$ cat src/rtl/hacd_axi4_burst_master.sv
// hacd_axi4_burst_master
//   AXI4 INCR burst initiator for the HACD memory-controller path. Accepts one
//   read or write command at a time and drives it onto the MC AXI channels.
//   Write data streams in and read data streams out beat by beat. Completion
//   is reported with a one-cycle done pulse that carries an error flag.
// Ports
//   i_clk / i_rst_n            : clock, asynchronous active-low reset
//   i_cmd_* / o_cmd_ready      : command handshake (write flag, byte addr, len-1)
//   i_wr_data* / o_wr_data_ready : write-data stream into the W channel
//   o_rd_data* / i_rd_data_ready : read-data stream out of the R channel
//   o_done_valid / o_done_err  : completion pulse and status
//   o_axi_aw* / o_axi_w* / *_axi_b* / o_axi_ar* / *_axi_r* : AXI4 master side
module hacd_axi4_burst_master #(
  parameter int DATA_WIDTH = 256,
  parameter int ADDR_WIDTH = 64,
  parameter bit WAIT_BRESP = 1'b1
) (
  input  logic                    i_clk,
  input  logic                    i_rst_n,
  input  logic                    i_cmd_valid,
  output logic                    o_cmd_ready,
  input  logic                    i_cmd_write,
  input  logic [ADDR_WIDTH-1:0]   i_cmd_addr,
  input  logic [7:0]              i_cmd_len,
  input  logic [DATA_WIDTH-1:0]   i_wr_data,
  input  logic                    i_wr_data_valid,
  output logic                    o_wr_data_ready,
  output logic [DATA_WIDTH-1:0]   o_rd_data,
  output logic                    o_rd_data_valid,
  input  logic                    i_rd_data_ready,
  output logic                    o_rd_data_last,
  output logic                    o_done_valid,
  output logic                    o_done_err,
  output logic                    o_axi_awvalid,
  input  logic                    i_axi_awready,
  output logic [ADDR_WIDTH-1:0]   o_axi_awaddr,
  output logic [7:0]              o_axi_awlen,
  output logic [2:0]              o_axi_awsize,
  output logic [1:0]              o_axi_awburst,
  output logic                    o_axi_wvalid,
  input  logic                    i_axi_wready,
  output logic [DATA_WIDTH-1:0]   o_axi_wdata,
  output logic [DATA_WIDTH/8-1:0] o_axi_wstrb,
  output logic                    o_axi_wlast,
  input  logic                    i_axi_bvalid,
  output logic                    o_axi_bready,
  input  logic [1:0]              i_axi_bresp,
  output logic                    o_axi_arvalid,
  input  logic                    i_axi_arready,
  output logic [ADDR_WIDTH-1:0]   o_axi_araddr,
  output logic [7:0]              o_axi_arlen,
  output logic [2:0]              o_axi_arsize,
  output logic [1:0]              o_axi_arburst,
  input  logic                    i_axi_rvalid,
  output logic                    o_axi_rready,
  input  logic [DATA_WIDTH-1:0]   i_axi_rdata,
  input  logic [1:0]              i_axi_rresp,
  input  logic                    i_axi_rlast
);
  localparam int SZ = $clog2(DATA_WIDTH/8);
  localparam logic [ADDR_WIDTH-1:0] ALIGN_MASK = {{(ADDR_WIDTH-SZ){1'b1}}, {SZ{1'b0}}};

  typedef enum logic [2:0] {
    S_IDLE, S_WR_ADDR, S_WR_DATA, S_WR_RESP, S_RD_ADDR, S_RD_DATA, S_DONE
  } state_t;

  state_t                  r_state;
  logic                    r_cmd_ready, r_awvalid, r_arvalid, r_bready;
  logic                    r_done_valid, r_done_err, r_err;
  logic [ADDR_WIDTH-1:0]   r_addr;
  logic [7:0]              r_len, r_cnt;
  logic [2:0]              r_size;
  logic [1:0]              r_burst;

  logic w_cmd_hs, w_in_wr, w_in_rd, w_w_hs, w_r_hs, w_last, w_rd_err;

  assign w_cmd_hs = i_cmd_valid & r_cmd_ready;
  assign w_in_wr  = (r_state == S_WR_DATA);
  assign w_in_rd  = (r_state == S_RD_DATA);
  assign w_last   = (r_cnt == r_len);
  assign w_w_hs   = w_in_wr & i_wr_data_valid & i_axi_wready;
  assign w_r_hs   = w_in_rd & i_axi_rvalid & i_rd_data_ready;
  // rlast must land exactly on the final counted beat; either direction of
  // disagreement is a length mismatch.
  assign w_rd_err = r_err | (i_axi_rresp != 2'b00) | (i_axi_rlast != w_last);

  // Data channels are pass-through, gated by state so nothing leaks outside
  // the data phase (and everything reads 0 in reset).
  assign o_axi_wvalid    = w_in_wr & i_wr_data_valid;
  assign o_wr_data_ready = w_in_wr & i_axi_wready;
  assign o_axi_wdata     = w_in_wr ? i_wr_data : '0;
  assign o_axi_wstrb     = {(DATA_WIDTH/8){w_in_wr}};
  assign o_axi_wlast     = w_in_wr & w_last;
  assign o_axi_rready    = w_in_rd & i_rd_data_ready;
  assign o_rd_data_valid = w_in_rd & i_axi_rvalid;
  assign o_rd_data       = w_in_rd ? i_axi_rdata : '0;
  assign o_rd_data_last  = w_in_rd & w_last;

  assign o_cmd_ready   = r_cmd_ready;
  assign o_axi_awvalid = r_awvalid;
  assign o_axi_arvalid = r_arvalid;
  assign o_axi_bready  = r_bready;
  assign o_done_valid  = r_done_valid;
  assign o_done_err    = r_done_err;
  assign o_axi_awaddr  = r_addr;
  assign o_axi_araddr  = r_addr;
  assign o_axi_awlen   = r_len;
  assign o_axi_arlen   = r_len;
  assign o_axi_awsize  = r_size;
  assign o_axi_arsize  = r_size;
  assign o_axi_awburst = r_burst;
  assign o_axi_arburst = r_burst;

  always_ff @(posedge i_clk or negedge i_rst_n) begin
    if (!i_rst_n) begin
      r_state      <= S_IDLE;
      r_cmd_ready  <= 1'b0;
      r_awvalid    <= 1'b0;
      r_arvalid    <= 1'b0;
      r_bready     <= 1'b0;
      r_done_valid <= 1'b0;
      r_done_err   <= 1'b0;
      r_err        <= 1'b0;
      r_addr       <= '0;
      r_len        <= '0;
      r_cnt        <= '0;
      r_size       <= '0;
      r_burst      <= '0;
    end else begin
      case (r_state)
        S_IDLE: begin
          r_cmd_ready <= 1'b1;
          // Without B tracking the response channel is simply drained.
          r_bready    <= !WAIT_BRESP;
          if (w_cmd_hs) begin
            r_cmd_ready <= 1'b0;
            r_addr      <= i_cmd_addr & ALIGN_MASK;
            r_len       <= i_cmd_len;
            r_cnt       <= '0;
            r_size      <= 3'(SZ);
            r_burst     <= 2'b01;
            if (i_cmd_write) begin
              r_awvalid <= 1'b1;
              r_state   <= S_WR_ADDR;
            end else begin
              r_arvalid <= 1'b1;
              r_state   <= S_RD_ADDR;
            end
          end
        end
        S_WR_ADDR: if (i_axi_awready) begin
          r_awvalid <= 1'b0;
          r_state   <= S_WR_DATA;
        end
        S_WR_DATA: if (w_w_hs) begin
          r_cnt <= r_cnt + 8'd1;
          if (w_last) begin
            if (WAIT_BRESP) begin
              r_bready <= 1'b1;
              r_state  <= S_WR_RESP;
            end else begin
              r_done_valid <= 1'b1;
              r_done_err   <= 1'b0;
              r_state      <= S_DONE;
            end
          end
        end
        S_WR_RESP: if (i_axi_bvalid) begin
          r_bready     <= 1'b0;
          r_done_valid <= 1'b1;
          r_done_err   <= r_err | (i_axi_bresp != 2'b00);
          r_state      <= S_DONE;
        end
        S_RD_ADDR: if (i_axi_arready) begin
          r_arvalid <= 1'b0;
          r_state   <= S_RD_DATA;
        end
        S_RD_DATA: if (w_r_hs) begin
          r_cnt <= r_cnt + 8'd1;
          // Exit on the beat count alone; rlast only feeds the error flag.
          if (w_last) begin
            r_done_valid <= 1'b1;
            r_done_err   <= w_rd_err;
            r_state      <= S_DONE;
          end else begin
            r_err <= w_rd_err;
          end
        end
        S_DONE: begin
          r_done_valid <= 1'b0;
          r_done_err   <= 1'b0;
          r_err        <= 1'b0;
          r_cmd_ready  <= 1'b1;
          r_state      <= S_IDLE;
        end
        default: r_state <= S_IDLE;
      endcase
    end
  end
endmodule

$ cat config.mk
export PLATFORM = sky130hd
export DESIGN_NAME = hacd_axi4_burst_master
export DESIGN_NICKNAME = d
export VERILOG_FILES = /design/src/rtl/hacd_axi4_burst_master.sv
export SDC_FILE = /design/constraint.sdc
export NUM_CORES = 1
export LEC_CHECK = 0
export ABC_AREA = 0
export CORE_AREA = 2 2 513 515
export CTS_BUF_LIST = sky130_fd_sc_hd__clkbuf_8
export CTS_CLUSTER_DIAMETER = 100
export DETAILED_ROUTE_END_ITERATION = 12
export DIE_AREA = 0 0 515 517
export PLACE_DENSITY = 0.3
export SYNTH_ARGS = -nofsm -noshare
export SYNTH_HDL_FRONTEND = slang
export SYNTH_SLANG_ARGS = --single-unit
$ cat constraint.sdc
create_clock -name i_clk -period 2.7 [get_ports i_clk]
set_input_delay 0.405 -clock i_clk [delete_from_list [all_inputs] [get_ports i_clk]]
set_output_delay 0.405 -clock i_clk [all_outputs]
set_load 0.01 [all_outputs]
Word-level counts from Yosys, hierarchy flattened --
Cells that the tools add are included. Widths: inputs -> output; s select.
Storage, ports and cells: bits in registers 87, bits of input ports 600, output and inout port bits 710, logic and storage cells 103
Cells by class: add/sub/neg operators 1, equality and inequality tests 19, muxes and demuxes 40, bitwise gates (word level) 12, reduce and logical (&&, ||, !) cells 18
Operators by type and width (number):
- $mux 256 | 2
- $mux 3 | 9
- $mux 8 | 3
- $pmux 8 s3 | 1
- $reduce_and 4->1 | 5
- $pmux 3 s6 | 1
- $mux 1 | 17
- $ne 2x2->1 const B | 7
- $reduce_bool 2->1 | 6
- $and 1x1->1 | 9
- $eq 3x3->1 const B | 3
- $pmux 1 s3 | 3
- $reduce_bool 3->1 | 3
- $add 8x1->8 const B | 1
- $eq 8x8->1 | 1
- $ne 2x1->1 const B | 4
- $pmux 1 s2 | 4
- $reduce_and 8->1 | 1
- $eq 3x2->1 const B | 2
- $eq 3x1->1 const B | 1
- $logic_not 3->1 | 1
- $or 1x1->1 | 3
- $reduce_and 3->1 | 1
- $reduce_and 2->1 | 1
- $ne 1x1->1 | 1

Longest topological paths before layout --
Gate-level depths: netlist (run 1).
depth after elaboration 6, gate-level depth with buffers 8, mapped depth without buffers 6

Least setup slack after synthesis (run 1) --
OpenSTA, ideal clock, no wires.
kind reg2out, start point reg r_state[2], end point out o_axi_wdata[246], arrival 2032 ps, setup slack 263 ps, stages on the path, launching flop included 6, path buffers 3, cells stage by stage dfrtp_1 -> buf_2 -> nor3b_1 -> buf_2 -> clkbuf_1 -> and2_1
On the way: longest elaborated chain between the ends 2
Ends and longest elaborated chain:
- from (decl) | line 67 | state_t r_state;
- from (signal assigned) | line 116 | r_state <= S_IDLE;
- from (signal assigned) | line 144 | r_state <= S_WR_ADDR;
- from (signal assigned) | line 147 | r_state <= S_RD_ADDR;
- $eq 3x2->1 | line 78 | assign w_in_wr = (r_state == S_WR_DATA);
- named net w_in_wr | line 75 | logic w_cmd_hs, w_in_wr, w_in_rd, w_w_hs, w_r_hs, w_last, w_rd_err;
- $mux 256 | line 91 | assign o_axi_wdata = w_in_wr ? i_wr_data : '0;
- to (decl) | line 42 | output logic [DATA_WIDTH-1:0] o_axi_wdata,
The timed path passes the listed nets, and every way through them passes these cells.

Worst setup path in the final report (run 1) --
start point reg r_state[1], end point out o_axi_wdata[158]
On the way: longest elaborated chain between the ends 2
Ends and longest elaborated chain (line):
- $eq 3x2->1 | 78
- $mux 256 | 91
Every way passes these cells.

==> run metrics, run 1 <==
status complete, but fails checks; failing checks negative setup slack; unrepaired setup endpoints after global routing yes; Seq/Total Area, Yosys 26.90%; PortBufs between 1000 and 1500; vias in the first global route between 10000 and 15000; Worst VDD drop 0.3980 mV; EDFF count, synth 0; number of nets with antenna violations after routing 0; FILL cells 30004; topmost layer with routed signal wires met5; Crit Path Max Fanout 12; Initial DRT Pass Iterations 5; max cap viols 0; Synth area leaders and2_1 (41%), dfrtp_1 (27%), buf_4 (11%); Critical Path Start Type flop; post-synthesis cell area between 0.008 and 0.009 mm2; Post-synth top flop dfrtp_1; CTS root buffer clkbuf_8; die width ~520 um; Worst-Skew Late Latency between 400 and 500 ps; asr flop ratio synth 100.0%; drt total wl 186600 um; post-synthesis register bit count 86; final setup fails 17; Die H 517 um; Worst Tran Pin Value roughly 700 ps; Worst-path clk slew between 100 and 150 ps; Cell Rows approximately 190; worst setup margin -52.52 ps; pin count of the biggest net entering global routing 48; clk buf depth 2; Core ar. between 0.2 and 0.3 mm2; clk sinks 86; wl on met1 around 62000 um; DR WL met3 about 33000 um; minimum clock period after layout approximately 2800 ps; mean number of vias per cell 2.263; Clock Skew about 24 ps; WS Path Type reg -> out; Yosys warnings 0; CP endpoint kind output port; final slew viol count 0; period utilization 101.9%; Layout Nets ~2800; RD Place Congestion approximately 0.9; initial drt markers between 500 and 600; H-Tree Depth 3; r2r setup slk around 290 ps; DIE AREA between 0.2 and 0.3 mm2; layout cells sized above 1 between 20% and 30%; met2 routed WL about 87000 um; Avg Cell Area, Syn ~8.2 um2; area grow syn2layout 250.5%; critical path data required time 2300 ps; post-layout util between 10% and 20%; initial antenna violation count 212; Worst slew margin ~53%; Synth top cells by count and2_1 (518), buf_4 (118), dfrtp_1 (86); CTS tree done; initial core utilization between 3 and 4%; count leader, synth and2_1; area share of the largest cell type after synthesis about two fifths; library cells used by synthesis 45; Synth area leader and2_1; Post-Syn Instances between 900 and 1000; routed vias approximately 13000; Hold Violations, Final 0; Num CTS Buffers 9; first-pass GRT wire length ~210000 um; total gr overflow 0; Power Density 719.7 mW/mm2; leakage 11.77 nW; final total power roughly 20 mW; GRT Resource Usage Total 13.42%; Avg WL per Cell 33.25 um; worst min-delay path category in -> async; crit path DAT roughly 2400 ps; DRC viols 0; FMAX between 0.3 and 0.4 GHz; Ports around 1300; HPWL Detailed approximately 180000 um
-- critical path, stage by stage (launching register included) --
cell	delay, ps
dfrtp_1	400
buf_6	130
nor3b_4	230
buf_12	200
buf_4	190
and2_1	140
clkdlybuf4s50_1	550
-- layout by cell type (no fill, tap or decap), drive strengths merged, types with 13 or more instances in the layout --
cell type	count
dfrtp	86
nor2	17
conb	14
clkbuf	13
buf	380
clkdlybuf4s50	756
mux2	67
o21ai	14
dlymetal6s2s	72
nand2	18
dlygate4sd2	128
diode	26
and2	518
-- through the flow --
step	cell area, um2	hold slack [ps]	std cells	worst slack (ps)	TNS [ps]
after floorplan	8050	109.4	988	263.3	0
after CTS	27560	444.3	5582	-203.0	-12960
final	28040	440.2	5613	-52.52	-433.6
after detailed placement	27130	468.8	5549	230.3	0
after global placement	27130	475.4	5549	237.2	0
after global routing	27990	476.0	5591	-183.5	-13160
-- area by class of cell --
class,instances,area [um2],share of cell area [%]
inverter,2,7.507,0.02677
clock inverter,7,81.33,0.2900
antenna,26,65.06,0.2320
multi-input combinational,710,4900,17.47
timing repair buffer,1353,16430,58.60
tap,3420,4279,15.26
sequential,86,2155,7.683
clock buffer,9,123.9,0.4417
-- power by group --
part	total [mW]	internal [mW]	switching (mW)	leakage, nW
Clock	1.08	0.438	0.639	0.106
Combinational	16.5	8.43	8.07	10.6
Sequential	2.60	1.89	0.714	1.03
-- metal layers --
layer | GRT usage (%) | vias to the layer above
met3 | 11.05 | 388
met2 | 22.58 | 1197
met1 | 12.97 | 5719
met4 | 1.544 | 60
met5 | 0 | -
li1 | - | 5336
-- sequential cells by signal, summed over array words and instances, names as in the netlist --
register,cells
o_axi_araddr,59
o_axi_arburst,1
o_axi_arlen,8
o_axi_arvalid,1
o_axi_awvalid,1
o_axi_bready,1
o_cmd_ready,1
o_done_err,1
o_done_valid,1
r_cnt,8
r_err,1
r_state,3
-- cells by family (layout without fill, tap and decap cells) --
group                      Yosys count  in the layout  share of synthesized area [%]
muxes                               68             68                          9.554
xor gates and xnor gates             9              9                         0.9852
adders and majority gates            1              1                         0.1563
AOI/OAI and AO/OA                   36             36                          3.159
buffers and inverters              192           1371                          14.62
other                                1             40                        0.04687
DFF                                 86             86                          26.90
and+or+nand+nor                    582            582                          44.58
-- timing repair --
action                     CTS  global route
gates cloned                 5             2
hold buffers                 1             0
gates resized for setup    236           132
setup endpoints to repair  419           191
hold endpoints to repair    42             0
setup buffers               11             3
pin swaps                    2            22
-- path summary, 6_finish.rpt --
| kind | from | end | depth (start not counted) |
|---|---|---|---|
| max | r_state[1] | o_axi_wdata[158] | 6 |
| min | i_rst_n | o_axi_araddr[6] | 2 |
| max reg2reg | r_state[2] | r_cnt[7] | 9 |
| min reg2reg | o_axi_araddr[41] | o_axi_araddr[41] | 1 |
| max in group asynchronous | i_rst_n | r_state[0] | 3 |
| min in group i_clk | i_cmd_addr[13] | o_axi_araddr[13] | 2 |
(Power assumes the default switching activity.)
==> run 2, diff against run 1 <==
Settings changed: CTS_CLUSTER_SIZE set to 8.
==> results of run 2 <==
Same layout as run 1: the final DEF is identical, and so are final timing and power.
==> run 3, diff against run 2 <==
Settings changed: CTS_CLUSTER_SIZE 8 to not set.
==> results of run 3 <==
Same layout as run 1: the final DEF is identical, and so are final timing and power.
